--- src/rtl/hough_pkg.sv ---
// Shared constants and FSM state type for the Hough pixel streamer and hough_acc.
package hough_pkg;
  localparam int ROW_LENGTH  = 600;
  localparam int COL_LENGTH  = 400;
  localparam int COL_BIAS    = 20;
  localparam int ROW_BIAS    = 40;
  localparam int RADIUS      = 200;
  localparam int EDGE_THRESH = 1;
  localparam int X_W         = 10;
  localparam int Y_W         = 9;
  localparam int PIX_W       = 4;
  localparam int FB_ADDR_W   = 18;
  localparam int EC_W        = 18;

  typedef enum logic [1:0] {
    ST_IDLE  = 2'd0,
    ST_SCAN  = 2'd1,
    ST_DRAIN = 2'd2,
    ST_DONE  = 2'd3
  } hough_state_e;
endpackage

--- src/rtl/hough_pixel_streamer_if.sv ---
// Frame-buffer read port plus the (X, Y, pixel) stream toward hough_acc.
interface hough_pixel_streamer_if
  import hough_pkg::*;
#(
    parameter int ADDR_W = FB_ADDR_W
);
    // Read port: fb_rd_data is valid the cycle after the edge that samples fb_rd_en/fb_addr.
    // Pixel stream: valid-only (no ready); the consumer must take every out_valid beat.
    logic              fb_rd_en;
    logic [ADDR_W-1:0] fb_addr;
    logic [PIX_W-1:0]  fb_rd_data;
    logic [X_W-1:0]    X;
    logic [Y_W-1:0]    Y;
    logic [PIX_W-1:0]  pixel;
    logic              out_valid;

    modport master (
        output fb_rd_en, fb_addr, X, Y, pixel, out_valid,
        input  fb_rd_data
    );

    modport slave (
        input  fb_rd_en, fb_addr, X, Y, pixel, out_valid,
        output fb_rd_data
    );
endinterface

--- src/rtl/hough_raster_ctr.sv ---
// Raster column/row/address counters; stops on the last ROI pixel instead of wrapping.
module hough_raster_ctr
  import hough_pkg::*;
#(
    parameter int ROW_LENGTH = hough_pkg::ROW_LENGTH,
    parameter int COL_LENGTH = hough_pkg::COL_LENGTH,
    parameter int ADDR_W     = FB_ADDR_W
) (
    input  logic              clk,
    input  logic              rst_n,
    input  logic              clear_i,
    input  logic              adv_i,
    output logic [X_W-1:0]    col_o,
    output logic [Y_W-1:0]    row_o,
    output logic [ADDR_W-1:0] addr_o,
    output logic              last_o
);
    logic [X_W-1:0]    col_q, col_d;
    logic [Y_W-1:0]    row_q, row_d;
    logic [ADDR_W-1:0] addr_q, addr_d;
    logic              last;

    assign last = (col_q == X_W'(ROW_LENGTH - 1)) && (row_q == Y_W'(COL_LENGTH - 1));

    always_comb begin
        col_d  = col_q;
        row_d  = row_q;
        addr_d = addr_q;
        if (clear_i) begin
            col_d  = '0;
            row_d  = '0;
            addr_d = '0;
        end else if (adv_i && !last) begin
            // Address is a running count, so no row*ROW_LENGTH multiply is needed.
            addr_d = addr_q + 1'b1;
            if (col_q == X_W'(ROW_LENGTH - 1)) begin
                col_d = '0;
                row_d = row_q + 1'b1;
            end else begin
                col_d = col_q + 1'b1;
            end
        end
    end

    always_ff @(posedge clk or negedge rst_n) begin
        if (!rst_n) begin
            col_q  <= '0;
            row_q  <= '0;
            addr_q <= '0;
        end else begin
            col_q  <= col_d;
            row_q  <= row_d;
            addr_q <= addr_d;
        end
    end

    assign col_o  = col_q;
    assign row_o  = row_q;
    assign addr_o = addr_q;
    assign last_o = last;
endmodule

--- src/rtl/hough_pixel_streamer.sv ---
// Scans the edge-map frame buffer over the ROI once per start and streams (X, Y, pixel).
module hough_pixel_streamer
  import hough_pkg::*;
#(
    parameter int ROW_LENGTH  = hough_pkg::ROW_LENGTH,
    parameter int COL_LENGTH  = hough_pkg::COL_LENGTH,
    parameter int COL_BIAS    = hough_pkg::COL_BIAS,
    parameter int ROW_BIAS    = hough_pkg::ROW_BIAS,
    parameter int EDGE_THRESH = hough_pkg::EDGE_THRESH,
    parameter int ADDR_W      = FB_ADDR_W
) (
    input  logic                  clk,
    input  logic                  rst_n,
    input  logic                  start,
    input  logic                  en,
    hough_pixel_streamer_if.master px,
    output logic                  busy,
    output logic                  done,
    output logic [EC_W-1:0]       edge_count,
    output hough_state_e          state_o
);
    hough_state_e      state_q, state_d;
    logic [1:0]        drain_cnt_q, drain_cnt_d;
    logic              issue, ctr_clear, last;
    logic [X_W-1:0]    col;
    logic [Y_W-1:0]    row;
    logic [ADDR_W-1:0] addr;

    logic              rd_en_q, s2_valid_q, out_valid_q;
    logic [ADDR_W-1:0] addr_q;
    logic [X_W-1:0]    s1_col_q, s2_col_q, x_q;
    logic [Y_W-1:0]    s1_row_q, s2_row_q, y_q;
    logic [PIX_W-1:0]  pixel_q, pixel_d;
    logic [EC_W-1:0]   edge_cnt_q;

    hough_raster_ctr #(
        .ROW_LENGTH(ROW_LENGTH),
        .COL_LENGTH(COL_LENGTH),
        .ADDR_W    (ADDR_W)
    ) u_ctr (
        .clk    (clk),
        .rst_n  (rst_n),
        .clear_i(ctr_clear),
        .adv_i  (issue),
        .col_o  (col),
        .row_o  (row),
        .addr_o (addr),
        .last_o (last)
    );

    always_comb begin
        state_d     = state_q;
        drain_cnt_d = drain_cnt_q;
        issue       = 1'b0;
        ctr_clear   = 1'b0;
        case (state_q)
            ST_IDLE: if (start) begin
                state_d   = ST_SCAN;
                ctr_clear = 1'b1;
            end
            ST_SCAN: if (en) begin
                issue = 1'b1;
                if (last) begin
                    state_d     = ST_DRAIN;
                    drain_cnt_d = '0;
                end
            end
            // Hold until the last read has reached the output registers.
            ST_DRAIN: if (drain_cnt_q == 2'd2) state_d = ST_DONE;
                      else drain_cnt_d = drain_cnt_q + 1'b1;
            ST_DONE: state_d = ST_IDLE;
            default: state_d = ST_IDLE;
        endcase
    end

    always_ff @(posedge clk or negedge rst_n) begin
        if (!rst_n) begin
            state_q     <= ST_IDLE;
            drain_cnt_q <= '0;
        end else begin
            state_q     <= state_d;
            drain_cnt_q <= drain_cnt_d;
        end
    end

    assign pixel_d = (s2_valid_q && (int'(px.fb_rd_data) >= EDGE_THRESH)) ? px.fb_rd_data : '0;

    always_ff @(posedge clk or negedge rst_n) begin
        if (!rst_n) begin
            rd_en_q     <= 1'b0;
            addr_q      <= '0;
            s1_col_q    <= '0;
            s1_row_q    <= '0;
            s2_valid_q  <= 1'b0;
            s2_col_q    <= '0;
            s2_row_q    <= '0;
            out_valid_q <= 1'b0;
            x_q         <= '0;
            y_q         <= '0;
            pixel_q     <= '0;
            edge_cnt_q  <= '0;
        end else begin
            rd_en_q <= issue;
            if (issue) begin
                addr_q   <= addr;
                s1_col_q <= col;
                s1_row_q <= row;
            end
            s2_valid_q <= rd_en_q;
            if (rd_en_q) begin
                s2_col_q <= s1_col_q;
                s2_row_q <= s1_row_q;
            end
            out_valid_q <= s2_valid_q;
            pixel_q     <= pixel_d;
            if (s2_valid_q) begin
                x_q <= s2_col_q + X_W'(COL_BIAS);
                y_q <= s2_row_q + Y_W'(ROW_BIAS);
            end
            if (ctr_clear) edge_cnt_q <= '0;
            else if ((pixel_d != '0) && (edge_cnt_q != '1)) edge_cnt_q <= edge_cnt_q + 1'b1;
        end
    end

    assign px.fb_rd_en  = rd_en_q;
    assign px.fb_addr   = addr_q;
    assign px.X         = x_q;
    assign px.Y         = y_q;
    assign px.pixel     = pixel_q;
    assign px.out_valid = out_valid_q;
    assign busy         = (state_q == ST_SCAN) || (state_q == ST_DRAIN);
    assign done         = (state_q == ST_DONE);
    assign edge_count   = edge_cnt_q;
    assign state_o      = state_q;
endmodule

--- src/flat_wrapper.sv ---
// flat-port wrapper written by rule: the top's interface ports become plain ports
module hough_pixel_streamer_flat import hough_pkg::*;
#(
    parameter int ROW_LENGTH  = hough_pkg::ROW_LENGTH,
    parameter int COL_LENGTH  = hough_pkg::COL_LENGTH,
    parameter int COL_BIAS    = hough_pkg::COL_BIAS,
    parameter int ROW_BIAS    = hough_pkg::ROW_BIAS,
    parameter int EDGE_THRESH = hough_pkg::EDGE_THRESH,
    parameter int ADDR_W      = FB_ADDR_W
)
  (clk, rst_n, start, en, busy, done, edge_count, state_o, px_fb_rd_en, px_fb_addr, px_X, px_Y, px_pixel, px_out_valid, px_fb_rd_data);
  hough_pixel_streamer_if #(.ADDR_W(ADDR_W)) px_i ();
  input  logic clk;
  input  logic rst_n;
  input  logic start;
  input  logic en;
  output logic busy;
  output logic done;
  output logic [EC_W-1:0] edge_count;
  output hough_state_e state_o;
  output wire logic [$bits(px_i.fb_rd_en)-1:0] px_fb_rd_en;
  output wire logic [$bits(px_i.fb_addr)-1:0] px_fb_addr;
  output wire logic [$bits(px_i.X)-1:0] px_X;
  output wire logic [$bits(px_i.Y)-1:0] px_Y;
  output wire logic [$bits(px_i.pixel)-1:0] px_pixel;
  output wire logic [$bits(px_i.out_valid)-1:0] px_out_valid;
  input wire logic [$bits(px_i.fb_rd_data)-1:0] px_fb_rd_data;
  assign px_fb_rd_en = px_i.fb_rd_en;
  assign px_fb_addr = px_i.fb_addr;
  assign px_X = px_i.X;
  assign px_Y = px_i.Y;
  assign px_pixel = px_i.pixel;
  assign px_out_valid = px_i.out_valid;
  assign px_i.fb_rd_data = px_fb_rd_data;
  hough_pixel_streamer #(.ROW_LENGTH(ROW_LENGTH), .COL_LENGTH(COL_LENGTH), .COL_BIAS(COL_BIAS), .ROW_BIAS(ROW_BIAS), .EDGE_THRESH(EDGE_THRESH), .ADDR_W(ADDR_W)) u_core (.clk(clk), .rst_n(rst_n), .start(start), .en(en), .px(px_i), .busy(busy), .done(done), .edge_count(edge_count), .state_o(state_o));
endmodule
--- config.mk ---
export PLATFORM = sky130hd
export DESIGN_NAME = hough_pixel_streamer_flat
export DESIGN_NICKNAME = d
export VERILOG_FILES = /design/src/rtl/hough_pkg.sv /design/src/rtl/hough_pixel_streamer_if.sv /design/src/rtl/hough_raster_ctr.sv /design/src/rtl/hough_pixel_streamer.sv /design/src/flat_wrapper.sv
export SDC_FILE = /design/constraint.sdc
export NUM_CORES = 1
export LEC_CHECK = 0
export BUFFER_PORTS_ARGS = -buffer_cell sky130_fd_sc_hd__buf_2
export CORE_MARGIN = 4
export CORE_UTILIZATION = 50
export DETAILED_ROUTE_END_ITERATION = 8
export PLACE_DENSITY_LB_ADDON = 0.05
export SKIP_CTS_REPAIR_TIMING = 1
export SYNTH_ARGS = -nofsm -noshare
export SYNTH_HDL_FRONTEND = slang
export SYNTH_SLANG_ARGS = --single-unit
--- constraint.sdc ---
create_clock -name clk -period 4.65 [get_ports clk]
set_input_delay 0.6975 -clock clk [delete_from_list [all_inputs] [get_ports clk]]
set_output_delay 0.6975 -clock clk [all_outputs]
set_load 0.005 [all_outputs]
==> summary.txt <==
Layout
  • Sequential Area: 0.003528 mm2
  • Fill cells: 1086
  • Diode count: 0
  • # nets final: 723
  • Most frequent cells in the layout: dfrtp_1 (141), nand2_1 (136), buf_2 (71)
  • Most common cell after layout, fill and taps aside: dfrtp_1
  • Area of the multi-input gates: 0.002748 mm2
  • Layout area overhead: 18.00%
  • Share of cells above drive strength 1: 20.56%
  • Design Area, Final: 0.007587 mm2
  • Post-layout util: between 60% and 70%

Floorplan
  • # rows: 41
  • CORE AREA: between 0.01 and 0.015 mm2
  • Die ar.: about 0.015 mm2
  • Num ports: 73
  • Die H: 121.4 um
  • Die Wd: 121.4 um
  • Effective utilization at floorplan: 50.95%

Yosys
  • Mapped Cells: 630
  • Syn Nets: 650
  • Count of different cell masters after synthesis: 57
  • FF+latch count, synth: 141
  • Number of synthesized flops with an enable pin: 0
  • Synth async-reset ratio: 100.0%
  • Post-synthesis sequential area ratio: 54.87%
  • Netlist Area Pre-Place: 0.006430 mm2
  • Synth warn: 0
  • Avg Inst Size Synth: 10.21 um2
  • Top_reg_cell synth: dfrtp_1

Worst setup path
  • Arr. time, crit path: 3.31 ns
  • R2R Path End: u_core.u_ctr.addr_o[16]
  • Reg2Reg Depth: 8
  • WP data required: 4.94 ns
  • Setup crit end: u_core.u_ctr.addr_o[16]
  • Crit. Startpoint: u_core.state_o[1]
  • Reg2reg setup slack: 1.63 ns
  • CP Class: flip-flop to flip-flop
  • CP startpoint kind: flip-flop
  • Reg-to-Reg Start: u_core.state_o[1]
  • Worst Path Max Fanout: 22
  • Critical Path End Type: flip-flop

Timing
  • Skew final: 0.008126 ns
  • Final period util: 65.03%
  • Rel. slew slack: 25.30%
  • Fin. Hold Viols: 0
  • Min cycle time layout: just over 3 ns
  • Final setup fails: 0
  • Min setup slack post-route: 1.626 ns
  • Fin Setup TNS: 0 ns
  • RSZ-0062 raised after global routing: no
  • Pins Over Slew Limit: 0
  • Highest Clock Rate: ~0.33 GHz
  • Worst-Margin Slew: 1.121 ns

Route
  • Iter 0 DRT Violations: 282
  • DRC Markers: 0
  • Vias per Instance: 5.319
  • Antenna Nets Post-Route: 0
  • Via count: 4718
  • Drt total wl: 13.08 mm
  • Wire length per cell: 14.75 um
  • Pre-antenna DRT Iters: 5

Placed design
  • Detailed Place HPWL: 8.705 mm
  • Dpl ws: roughly 1.6 ns
  • Post-Place Cell Area: 0.006970 mm2
  • RePlAce Congestion: 0.8345
  • Port Buffers: 72

Flow run
  • Max-cap viol count: 0

Power and ir drop
  • Pwr dens: 460.0 mW/mm2
  • Maximum VDD drop: between 0.2 and 0.3 mV
  • Lkg Pwr: 3.714 nW

Global route
  • Total GRT Usage: a little under a fifth
  • Met1 Track Usage GR: 26.07%
  • Initial antenna violation count: 0
  • GR Util met3: 4.103%
  • Pin count of the biggest net entering global routing: a little under 80
  • Number of global-route vias before repair: 4657
  • Grt total ovfl: 0
  • GRT Max-Usage Layer: met2
  • Met2 Track Usage GR: 29.91%
  • First-pass GRT wire length: 22.49 mm

Clock network
  • Clk buf depth: 2
  • Num CTS Buffers: 17
  • H-tree levels: 4
  • CTS clk-pin slew, worst paths: 0.06 ns
  • CTS sink cnt: about 140
  • Clock latency on the worst-skew pair: 0.41 ns
  • CTS tree: built
  • Clock root cell: clkbuf_16

Run status
  • Status: completed

Min path
  • Worst Hold Class: input port to async pin
critical path, cell delays in order (launching register included):
cell       delay (ns)
dfrtp_1          0.40
inv_1            0.10
ha_1             0.24
nand2_1          0.58
clkinv_1         0.71
nand3_1          0.46
a2111oi_0        0.14
xnor2_1          0.18
nor2_1           0.07
how the worst min path moves through the flow:
stage,depth (start not counted),end,slack [ns]
2_1_floorplan,0,u_core.px.out_valid,0.39
3_3_place_gp,2,u_core.px.fb_addr[10],0.46
3_5_place_dp,2,u_core.px.fb_addr[11],0.46
4_1_cts,1,u_core.px.Y[5],0.33
5_1_grt,1,u_core.px.Y[5],0.36
6_report,1,u_core.px.Y[5],0.30
logic make-up (layout without fill, tap and decap cells):
group           count (synthesis)  after routing  synth area share (%)
simple gates                  283            283                 20.39
xor+xnor                       45             45                 6.130
fa+ha+maj                      12             12                 2.335
buf+inv                        39            124                 2.393
flops                         141            141                 54.87
mux                            36             36                 6.227
compound gates                 74             74                 7.648
cell usage after synthesis (all sizes together), types with 3 or more instances:
| master | number | share of area (%) |
|---|---|---|
| nor2 | 56 | 3.3 |
| nand4 | 12 | 1.2 |
| ha | 12 | 2.3 |
| dfrtp | 141 | 55 |
| nand2 | 136 | 7.9 |
| and4 | 3 | 0.41 |
| mux2i | 4 | 0.62 |
| o211ai | 4 | 0.47 |
| xnor2 | 31 | 4.2 |
| o21ai | 17 | 1.3 |
| or3 | 5 | 0.49 |
| a211oi | 7 | 0.82 |
| and2 | 5 | 0.49 |
| xor2 | 14 | 1.9 |
| a21oi | 18 | 1.4 |
| inv | 11 | 0.64 |
| clkbuf | 19 | 1.1 |
| a31oi | 3 | 0.29 |
| a2111oi | 7 | 0.95 |
| or4 | 3 | 0.35 |
| nand3 | 27 | 2.1 |
| o21a | 3 | 0.35 |
| nor4 | 5 | 1.0 |
| nand2b | 4 | 0.39 |
| and3 | 6 | 0.58 |
| mux2 | 32 | 5.6 |
| nor3 | 13 | 1.1 |
| buf | 8 | 0.58 |
routing by layer:
metal	part of all wire (%)	vias up
li1	-	2318
met1	48	2291
met2	48	92
met3	3.4	17
met4	1.4	0
met5	0	-
registers in the layout, indices dropped and copies added (netlist names):
name,count
u_core.px.Y,9
u_core.s1_row_q,9
u_core.u_ctr.row_o,9
u_core.drain_cnt_q,2
u_core.s2_col_q,10
u_core.s1_col_q,10
u_core.state_o,2
u_core.edge_count,18
u_core.px.fb_rd_en,1
u_core.s2_row_q,9
u_core.u_ctr.col_o,10
u_core.px.pixel,4
u_core.s2_valid_q,1
u_core.px.fb_addr,18
u_core.px.out_valid,1
u_core.px.X,10
u_core.u_ctr.addr_o,18
power breakdown:
group | internal, W | switching (W)
combinational | 0.000248 | 0.000360
clock | 0.000935 | 0.000478
sequential | 0.00135 | 0.000114
total | 0.00254 | 0.000953
stage by stage:
step / hold WS [ns] / total power [W] / cells
after global routing: 0.3563 / 0.003701 / 887
final: 0.2979 / 0.003490 / 887
after floorplan: 0.3902 / 0.001869 / 630
after detailed placement: 0.4570 / 0.002109 / 856
after CTS: 0.3329 / 0.003543 / 887
after global placement: 0.4562 / 0.002082 / 856
cell type report:
| type | count | share of cell area [%] |
|---|---|---|
| clock buffers | 24 | 6.349 |
| clock inverters | 7 | 1.781 |
| inverters | 12 | 0.5937 |
| multi-input cells | 450 | 36.21 |
| flip-flops and latches | 141 | 46.50 |
| well taps | 172 | 2.836 |
| repair buffers | 81 | 5.722 |
(Power assumes the default switching activity.)
